`config.mk`:
```
export PLATFORM = sky130hd
export DESIGN_NAME = sram_fifo_prefetch_flat
export DESIGN_NICKNAME = d
export VERILOG_FILES = /design/src/rtl/sram_fifo_prefetch_if.sv /design/src/rtl/sram_fifo_prefetch.sv /design/src/flat_wrapper.sv
export SDC_FILE = /design/constraint.sdc
export NUM_CORES = 1
export LEC_CHECK = 0
export CAP_MARGIN = 20
export CORE_MARGIN = 2
export CORE_UTILIZATION = 40
export DETAILED_ROUTE_END_ITERATION = 10
export PLACE_DENSITY = 0.77
export SYNTH_ARGS = -nofsm -noshare
export SYNTH_HDL_FRONTEND = slang
export SYNTH_SLANG_ARGS = --single-unit
export TNS_END_PERCENT = 20
```
`constraint.sdc`:
```
create_clock -name clk_i -period 3.9 [get_ports clk_i]
set_input_delay 0.585 -clock clk_i [delete_from_list [all_inputs] [get_ports clk_i]]
set_output_delay 0.585 -clock clk_i [all_outputs]
set_load 0.1 [all_outputs]
```
`src/rtl/sram_fifo_prefetch_if.sv`:
```
// Signal bundle between the upstream BRAM FIFO, the prefetch output stage and the consumer.
// The slave modport is the prefetch stage; the master modport is its environment.
interface sram_fifo_prefetch_if #(
  parameter int DATA_WIDTH = 32
);
  logic                  flush_i;
  logic                  fifo_empty_i;
  logic [DATA_WIDTH-1:0] fifo_data_i;
  logic                  fifo_pop_o;
  logic                  valid_o;
  logic                  ready_i;
  logic [DATA_WIDTH-1:0] data_o;
  logic [1:0]            occupancy_o;

  modport slave (
    input  flush_i,
    input  fifo_empty_i,
    input  fifo_data_i,
    input  ready_i,
    output fifo_pop_o,
    output valid_o,
    output data_o,
    output occupancy_o
  );

  modport master (
    output flush_i,
    output fifo_empty_i,
    output fifo_data_i,
    output ready_i,
    input  fifo_pop_o,
    input  valid_o,
    input  data_o,
    input  occupancy_o
  );
endinterface

```
`src/rtl/sram_fifo_prefetch.sv`:
```
// Prefetch stage after the BRAM FIFO: hides the one-cycle read latency behind a
// 2-entry registered buffer and presents a valid/ready stream at full throughput.
module sram_fifo_prefetch #(
  parameter int DATA_WIDTH = 32
) (
  input  logic                clk_i,
  input  logic                rst_ni,
  sram_fifo_prefetch_if.slave bus
);

  logic [DATA_WIDTH-1:0] buf_q [2];
  logic                  rd_ptr_q;
  logic                  wr_ptr_q;
  logic [1:0]            count_q;
  logic                  inflight_q;
  logic                  flush_hold_q;

  logic [1:0] credits;
  logic       valid;
  logic       deq;
  logic       pop;

  // Credits cover both stored words and the word still on its way out of the BRAM.
  assign credits = count_q + {1'b0, inflight_q};
  assign valid   = (count_q != 2'd0);
  assign deq     = valid & bus.ready_i;

  // flush_hold covers the cycle where the upstream FIFO has not yet applied its flush.
  assign pop = rst_ni & ~bus.fifo_empty_i & ~bus.flush_i & ~flush_hold_q &
               ((credits < 2'd2) | ((credits == 2'd2) & deq));

  assign bus.fifo_pop_o  = pop;
  assign bus.valid_o     = valid;
  assign bus.data_o      = buf_q[rd_ptr_q];
  assign bus.occupancy_o = count_q;

  always_ff @(posedge clk_i or negedge rst_ni) begin
    if (!rst_ni) begin
      buf_q[0]     <= '0;
      buf_q[1]     <= '0;
      rd_ptr_q     <= 1'b0;
      wr_ptr_q     <= 1'b0;
      count_q      <= 2'd0;
      inflight_q   <= 1'b0;
      flush_hold_q <= 1'b0;
    end else begin
      flush_hold_q <= bus.flush_i;
      if (bus.flush_i) begin
        rd_ptr_q   <= 1'b0;
        wr_ptr_q   <= 1'b0;
        count_q    <= 2'd0;
        inflight_q <= 1'b0;
      end else begin
        inflight_q <= pop;
        count_q    <= count_q + {1'b0, inflight_q} - {1'b0, deq};
        if (deq) begin
          rd_ptr_q <= ~rd_ptr_q;
        end
        // At count==2 a capture only happens alongside a dequeue, so it lands in the freed slot.
        if (inflight_q) begin
          buf_q[wr_ptr_q] <= bus.fifo_data_i;
          wr_ptr_q        <= ~wr_ptr_q;
        end
      end
    end
  end

  a_credits_bound: assert property (@(posedge clk_i) disable iff (!rst_ni) credits <= 2'd2);
  a_no_pop_empty:  assert property (@(posedge clk_i) disable iff (!rst_ni) !(pop && bus.fifo_empty_i));

endmodule

```
`src/flat_wrapper.sv`:
```
// flat-port wrapper written by rule: the top's interface ports become plain ports
module sram_fifo_prefetch_flat 
#(
  parameter int DATA_WIDTH = 32
)
  (clk_i, rst_ni, bus_flush_i, bus_fifo_empty_i, bus_fifo_data_i, bus_ready_i, bus_fifo_pop_o, bus_valid_o, bus_data_o, bus_occupancy_o);
  sram_fifo_prefetch_if #(.DATA_WIDTH(DATA_WIDTH)) bus_i ();
  input  logic clk_i;
  input  logic rst_ni;
  input wire logic [$bits(bus_i.flush_i)-1:0] bus_flush_i;
  input wire logic [$bits(bus_i.fifo_empty_i)-1:0] bus_fifo_empty_i;
  input wire logic [$bits(bus_i.fifo_data_i)-1:0] bus_fifo_data_i;
  input wire logic [$bits(bus_i.ready_i)-1:0] bus_ready_i;
  output wire logic [$bits(bus_i.fifo_pop_o)-1:0] bus_fifo_pop_o;
  output wire logic [$bits(bus_i.valid_o)-1:0] bus_valid_o;
  output wire logic [$bits(bus_i.data_o)-1:0] bus_data_o;
  output wire logic [$bits(bus_i.occupancy_o)-1:0] bus_occupancy_o;
  assign bus_i.flush_i = bus_flush_i;
  assign bus_i.fifo_empty_i = bus_fifo_empty_i;
  assign bus_i.fifo_data_i = bus_fifo_data_i;
  assign bus_i.ready_i = bus_ready_i;
  assign bus_fifo_pop_o = bus_i.fifo_pop_o;
  assign bus_valid_o = bus_i.valid_o;
  assign bus_data_o = bus_i.data_o;
  assign bus_occupancy_o = bus_i.occupancy_o;
  sram_fifo_prefetch #(.DATA_WIDTH(DATA_WIDTH)) u_core (.clk_i(clk_i), .rst_ni(rst_ni), .bus(bus_i));
endmodule
```
==> summary.md, run 1 <==
| Metric | Value |
|---|---|
| Final setup fails | 0 |
| Max Clock Skew | 0.00980 ns |
| Slew HR | 0.350 |
| Port Buf Inserts | 72 |
| Initial Utilization | 0.405 |
| Crit share post-route | 0.740 |
| Yosys Warn Count | 0 |
| Area growth syn-to-layout | 31.1% |
| Syn Area/Cell | between 15 and 20 µm² |
| Slowest cell on crit path | or4b_1 |
| Post-synth top area cell | dfrtp_1 |
| Worst R2R End | u_core.buf_q[26] |
| WL per Instance | around 15 µm |
| Post-Synth XOR/XNOR Area | 0.0114 |
| Core outline area | roughly 7600 µm² |
| Grt ovf | 0 |
| First-iteration detailed-routing DRC count | 32 |
| Layout cell share with drive strength beyond 1 | 0.552 |
| ANT cells | 0 |
| Synth Area in Simple Gates | 0.0231 |
| Post-Syn Nets | 237 |
| Total track usage | 0.146 |
| First-pass GRT wire length | 9.45 mm |
| Critical Path AT | 2.30 ns |
| Placer congestion estimate | approximately 0.69 |
| CTS Buf Count | 9 |
| Root Buffer | clkbuf_8 |
| Synth Register Bits | 70 |
| R2R cell count | 3 |
| Clock sink total | 70 |
| Largest net degree at the start of global routing | 71 |
| CP Class | in -> out |
| Number of setup buffers added after CTS | 0 |
| RR Startpoint | u_core.inflight_q |
| Yosys cell types | 19 |
| Synth Area in Compound Gates | 0.00893 |
| Top cells by area, synth | dfrtp_1, mux2_2, buf_6 |
| Routed Antenna Nets | 0 |
| Vias | 1844 |
| Setup crit start | bus_flush_i |
| Clock period minus worst slack | 2.89 ns |
| CTS max path bufs | 2 |
| CTS tree | done |
| Hold Vio Cnt, Final | 0 |
| Setup TNS | 0 ns |
| Hpwl dp | 3.82 mm |
| Worst-Margin Slew | between 0.9 and 1 ns |
| Residual DRC | 0 |
| DRT Wirelength | 5.73 mm |
| Max-Cap Viols | 0 |
| Critical Path, Cell by Cell | clkdlybuf4s50_1 > or4b_1 > a211oi_2 > buf_4 |
| Highest clock rate | around 350 MHz |
| Status | completed |
| CP required | roughly 3.3 ns |
| Post-Synth Adder-Cell Area | 0.00812 |
| RSZ-0062 raised after global routing | false |
| Post-synthesis mux area share | 0.351 |
| CTS Hold Bufs | 0 |
| DR pass1 iterations | 4 |
| Post-Syn Instances | 198 |
| Worst Hold Class | in -> async |
| Critical-path maximum fanout | 8 |
| Crit path capture type | primary output |
| Total die area | 8420 µm² |
| Num ports | 73 |
| Number of synthesized flops with an enable pin | 0 |
| Combinational family with the most area after synthesis | multiplexers |
| Startpoint type of the worst setup path | primary input |
| Worst reg2reg setup slack | between 2 and 2.5 ns |
| Post-CTS sizing | 0 |
| Slew Limit Fails | 0 |
| FP Rows | 32 |
| FFs w/ async S/R, synth | 1.00 |
| Die X | 91.8 µm |
| Die height | approximately 92 µm |
| Vias in the first global route | roughly 1900 |
| CP Capture Point | bus_fifo_pop_o |
| Vias per cell | 4.81 |
| CTS H-tree depth | 3 |
| Clock transition at the registers of the reported paths | ~0.07 ns |
| Most used flip-flop cell after synthesis | dfrtp_1 |
| Worst-skew pair later-pin latency | 0.34 ns |
| Register area share after synthesis | 0.568 |
| Initial antenna violation count | 0 |
| Syn Std Cell Area | ~3100 µm² |
| Largest stage delay, worst path | around 0.62 ns |
| Fin nets | 315 |
| Yosys top cell area share | 0.568 |
kinds of logic (layout without fill, tap and decap cells):
| family | after synthesis | in the layout |
|---|---|---|
| DFF | 70 | 70 |
| AOI/OAI and AO/OA | 4 | 4 |
| buffers and inverters | 11 | 94 |
| muxes | 96 | 96 |
| and+or+nand+nor | 11 | 11 |
| adders and majority gates | 2 | 2 |
| xor gates and xnor gates | 4 | 4 |
flip-flops by register name, summed over array words and instances (netlist names):
| name | flops |
|---|---|
| u_core.bus.occupancy_o | 2 |
| u_core.rd_ptr_q | 1 |
| u_core.buf_q | 64 |
| u_core.inflight_q | 1 |
| u_core.flush_hold_q | 1 |
| u_core.wr_ptr_q | 1 |
through the flow:
stage	hold slack (ns)	area, µm²	cells	util	worst slack, ns
6_report	0.493	4040	383	0.531	1.01
5_1_grt	0.520	4040	383	0.531	0.927
4_1_cts	0.507	4040	383	0.531	0.992
3_5_place_dp	0.489	3820	367	0.502	1.01
3_3_place_gp	0.482	3820	367	0.502	1.03
2_1_floorplan	0.289	3090	198	-	0.460
metal layers:
layer  wire length [µm]  share of wire  track usage
met1               2490           0.43        0.182
met2               2850           0.50        0.232
met3                287          0.050       0.0468
met4                106          0.018       0.0672
met5                  0              0            0
final cells by class:
| class | count | area, µm² |
|---|---|---|
| well taps | 102 | 128 |
| clock inverters | 6 | 85.1 |
| fillers | 661 | 3570 |
| flip-flops and latches | 70 | 1750 |
| multi-input cells | 117 | 1250 |
| inverters | 1 | 3.75 |
| repair buffers | 77 | 683 |
| clock buffers | 10 | 138 |
worst min path at each step:
stage | from | to | slack [ns] | cells after the start
6_report | rst_ni | u_core.buf_q[54] | 0.49 | 2
4_1_cts | u_core.buf_q[57] | u_core.buf_q[57] | 0.51 | 1
2_1_floorplan | rst_ni | u_core.buf_q[0] | 0.29 | 0
3_5_place_dp | u_core.buf_q[22] | u_core.buf_q[22] | 0.49 | 1
5_1_grt | u_core.buf_q[44] | u_core.buf_q[44] | 0.52 | 1
3_3_place_gp | u_core.buf_q[13] | u_core.buf_q[13] | 0.48 | 1
synth_stat cells, drive strengths merged (2+ instances only):
| master | number |
|---|---|
| dfrtp | 70 |
| a211oi | 2 |
| ha | 2 |
| nor2 | 5 |
| mux2 | 96 |
| buf | 9 |
| xnor2 | 3 |
critical path, delay by kind of cell:
family,cells,cell delay [ns]
compound gates,1,0.21
simple gates,1,0.62
buf+inv,2,0.87
cell usage in the layout, fill, tap and decap left out, drive strengths merged:
master / netlist / routed
nor3b: 1 / 1
buf: 9 / 39
nor2: 5 / 5
nand3b: 1 / 1
a211oi: 2 / 2
clkbuf: 1 / 10
or2: 1 / 1
bufinv: 0 / 2
o21a: 1 / 1
dfrtp: 70 / 70
clkinvlp: 0 / 2
xnor2: 3 / 3
clkdlybuf4s50: 0 / 38
nand2b: 1 / 1
or4b: 1 / 1
ha: 2 / 2
mux2: 96 / 96
xor2: 1 / 1
inv: 1 / 1
nor2b: 1 / 1
a21oi: 1 / 1
clkinv: 0 / 2
Power of run 1 is left out: the tool's default activity adds up to more than one toggle a clock period on the data nets, which glitch-free logic cannot reach.
==> run 2, diff against run 1 <==
==> constraint.sdc (replaced) <==
create_clock -name clk_i -period 2.85 [get_ports clk_i]
set_input_delay 0.4275 -clock clk_i [delete_from_list [all_inputs] [get_ports clk_i]]
set_output_delay 0.4275 -clock clk_i [all_outputs]
set_load 0.1 [all_outputs]
==> run 2 against run 1 <==
Global-route usage grew 0.80 points. Final cell count grew 1.0%. Wire length grew 0.85%. Clock-buffer cell count is the same. First-iteration DRC count grew 13%. Register-to-register slack lost 0.83 ns. Setup slack lost 0.55 ns. Largest cell class unchanged.
==> summary.md, run 2 (synthesized netlist as in run 1, its figures left out) <==
| Metric | Value |
|---|---|
| Status | completed (unchanged) |
| Hpwl dp | 3.91 mm (was 3.82 mm) |
| Clock sink total | 70 (unchanged) |
| Max-Cap Viols | 0 (unchanged) |
| Total track usage | 0.154 (was 0.146) |
| Clock period minus worst slack | 2.39 ns |
| Core outline area | 7610 µm² (unchanged) |
| CTS max path bufs | 2 (unchanged) |
| Initial Utilization | 0.405 (unchanged) |
| Post-CTS sizing | 0 (unchanged) |
| Layout cell share with drive strength beyond 1 | 0.570 (was 0.552) |
| Clock transition at the registers of the reported paths | 0.07 ns (about the same) |
| CTS tree | done (unchanged) |
| Placer congestion estimate | 0.735 (was 0.688) |
| Setup TNS | 0 ns (unchanged) |
| Worst Hold Class | in -> async (unchanged) |
| Routed Antenna Nets | 0 (unchanged) |
| Root Buffer | clkbuf_8 (unchanged) |
| Critical Path, Cell by Cell | ha_1 > nor2b_1 > a21oi_1 > a211oi_4 > buf_12 (was clkdlybuf4s50_1 > or4b_1 > a211oi_2 > buf_4) |
| Grt ovf | 0 (unchanged) |
| Critical-path maximum fanout | 4 (was 8) |
| Vias | 1847 (was 1844) |
| Number of setup buffers added after CTS | 0 (unchanged) |
| Total die area | 8420 µm² (unchanged) |
| Largest stage delay, worst path | 0.45 ns (was 0.62 ns) |
| Max Clock Skew | 0.00618 ns (was 0.00980 ns) |
| RSZ-0062 raised after global routing | false (unchanged) |
| CP required | 2.42 ns (was 3.31 ns) |
| CTS Hold Bufs | 0 (unchanged) |
| Worst-Margin Slew | 0.860 ns (was 0.973 ns) |
| Area growth syn-to-layout | 46.5% (was 31.1%) |
| DR pass1 iterations | 4 (unchanged) |
| FP Rows | 32 (unchanged) |
| WL per Instance | 14.9 µm (was 15.0 µm) |
| Startpoint type of the worst setup path | register (was primary input) |
| Largest net degree at the start of global routing | 71 (unchanged) |
| Worst-skew pair later-pin latency | 0.34 ns (about the same) |
| Final setup fails | 0 (unchanged) |
| Initial antenna violation count | 1 (was 0) |
| Most frequent cells in the layout | mux2_2, dfrtp_1, clkdlybuf4s50_1, buf_12, buf_4 (was mux2_2, dfrtp_1, clkdlybuf4s50_1, buf_4, clkbuf_8) |
| Port Buf Inserts | 72 (unchanged) |
| Residual DRC | 0 (unchanged) |
| CTS Buf Count | 9 (unchanged) |
| First-pass GRT wire length | 10.0 mm (was 9.45 mm) |
| Die height | 91.8 µm (unchanged) |
| Slowest cell on crit path | dfrtp_1 (was or4b_1) |
| CTS H-tree depth | 3 (unchanged) |
| CP Class | reg -> out (was in -> out) |
| Slew HR | 0.426 (was 0.350) |
| Finished Layout Cells | 387 (was 383) |
| Worst reg2reg setup slack | 1.37 ns (was 2.20 ns) |
| Worst hold margin | 0.332 ns (was 0.493 ns) |
| RR Startpoint | u_core.inflight_q (unchanged) |
| Fin nets | 318 (was 315) |
| Vias in the first global route | 2036 (was 1935) |
| Critical Path AT | 1.96 ns (was 2.30 ns) |
| Register name with the most flops | u_core.buf_q (unchanged) |
| Worst R2R End | u_core.buf_q[63] (was u_core.buf_q[26]) |
| Vias per cell | 4.77 (was 4.81) |
| DRT Wirelength | 5.78 mm (was 5.73 mm) |
| R2R cell count | 3 (unchanged) |
| Slew Limit Fails | 0 (unchanged) |
| Num ports | 73 (unchanged) |
| Placed cell count | 370 (was 367) |
| Commonest non-fill, non-tap cell in the layout | mux2_2 (unchanged) |
| Highest clock rate | 419 MHz |
| Largest register FFs | 64 (unchanged) |
| First-iteration detailed-routing DRC count | 36 (was 32) |
| Crit path capture type | primary output (unchanged) |
| Crit share post-route | 0.838 |
| Hold Vio Cnt, Final | 0 (unchanged) |
| Die X | 91.8 µm (unchanged) |
[run 2: changes by cell type in the layout (fill, tap and decap cells not counted)]
cell and delta:
dfrtp_1 -1, clkdlybuf4s50_1 -3, clkinv_2 -1, bufinv_16 +2, a211oi_4 +1, buf_4 -26
buf_12 +32, a211oi_2 -1, dfrtp_2 +1, diode_2 +1, clkinvlp_4 -1
[run 2: worst max path at each step]
stage                          end                 startpoint  cells past startpoint  slack (ns)
floorplan           bus_fifo_pop_o  u_core.bus.occupancy_o[1]                      3        0.23
global placement    bus_fifo_pop_o                bus_flush_i                      4        0.56
detailed placement  bus_fifo_pop_o                bus_flush_i                      4        0.54
CTS                 bus_fifo_pop_o          u_core.inflight_q                      5        0.44
global route        bus_fifo_pop_o          u_core.inflight_q                      5        0.33
finish              bus_fifo_pop_o          u_core.inflight_q                      5        0.46
[run 2: worst max-delay path, delay by kind of cell (launching register included)]
kind / cells / cell delay (ns)
fa+ha+maj: 1 / 0.33
compound gates: 2 / 0.42
flops: 1 / 0.45
buf+inv: 1 / 0.21
simple gates: 1 / 0.20
[run 2: metrics by stage]
stage               cell area, µm²   util  setup slack, ns
finish                        4510  0.593            0.462
global route                  4510  0.593            0.328
CTS                           4510  0.593            0.444
detailed placement            4240  0.558            0.540
global placement              4240  0.558            0.560
floorplan                     3100      -            0.229
[run 2: per-layer routing]
| layer | up-vias | GRT usage | routed length (µm) |
|---|---|---|---|
| met4 | 0 | 0.0821 | 142 |
| met2 | 52 | 0.245 | 2740 |
| met3 | 14 | 0.0493 | 410 |
| met5 | - | 0 | 0 |
| met1 | 916 | 0.188 | 2490 |
| li1 | 865 | - | - |
[run 2: cell type report]
cell class	instances	area, µm²
Antenna cell	1	2.50
Clock buffer	10	138
Clock inverter	6	133
Fill cell	611	3090
Inverter	1	3.75
Multi-Input combinational cell	117	1260
Sequential cell	70	1750
Tap cell	102	128
Timing Repair Buffer	80	1100
Power of run 2 is left out for the same reason.
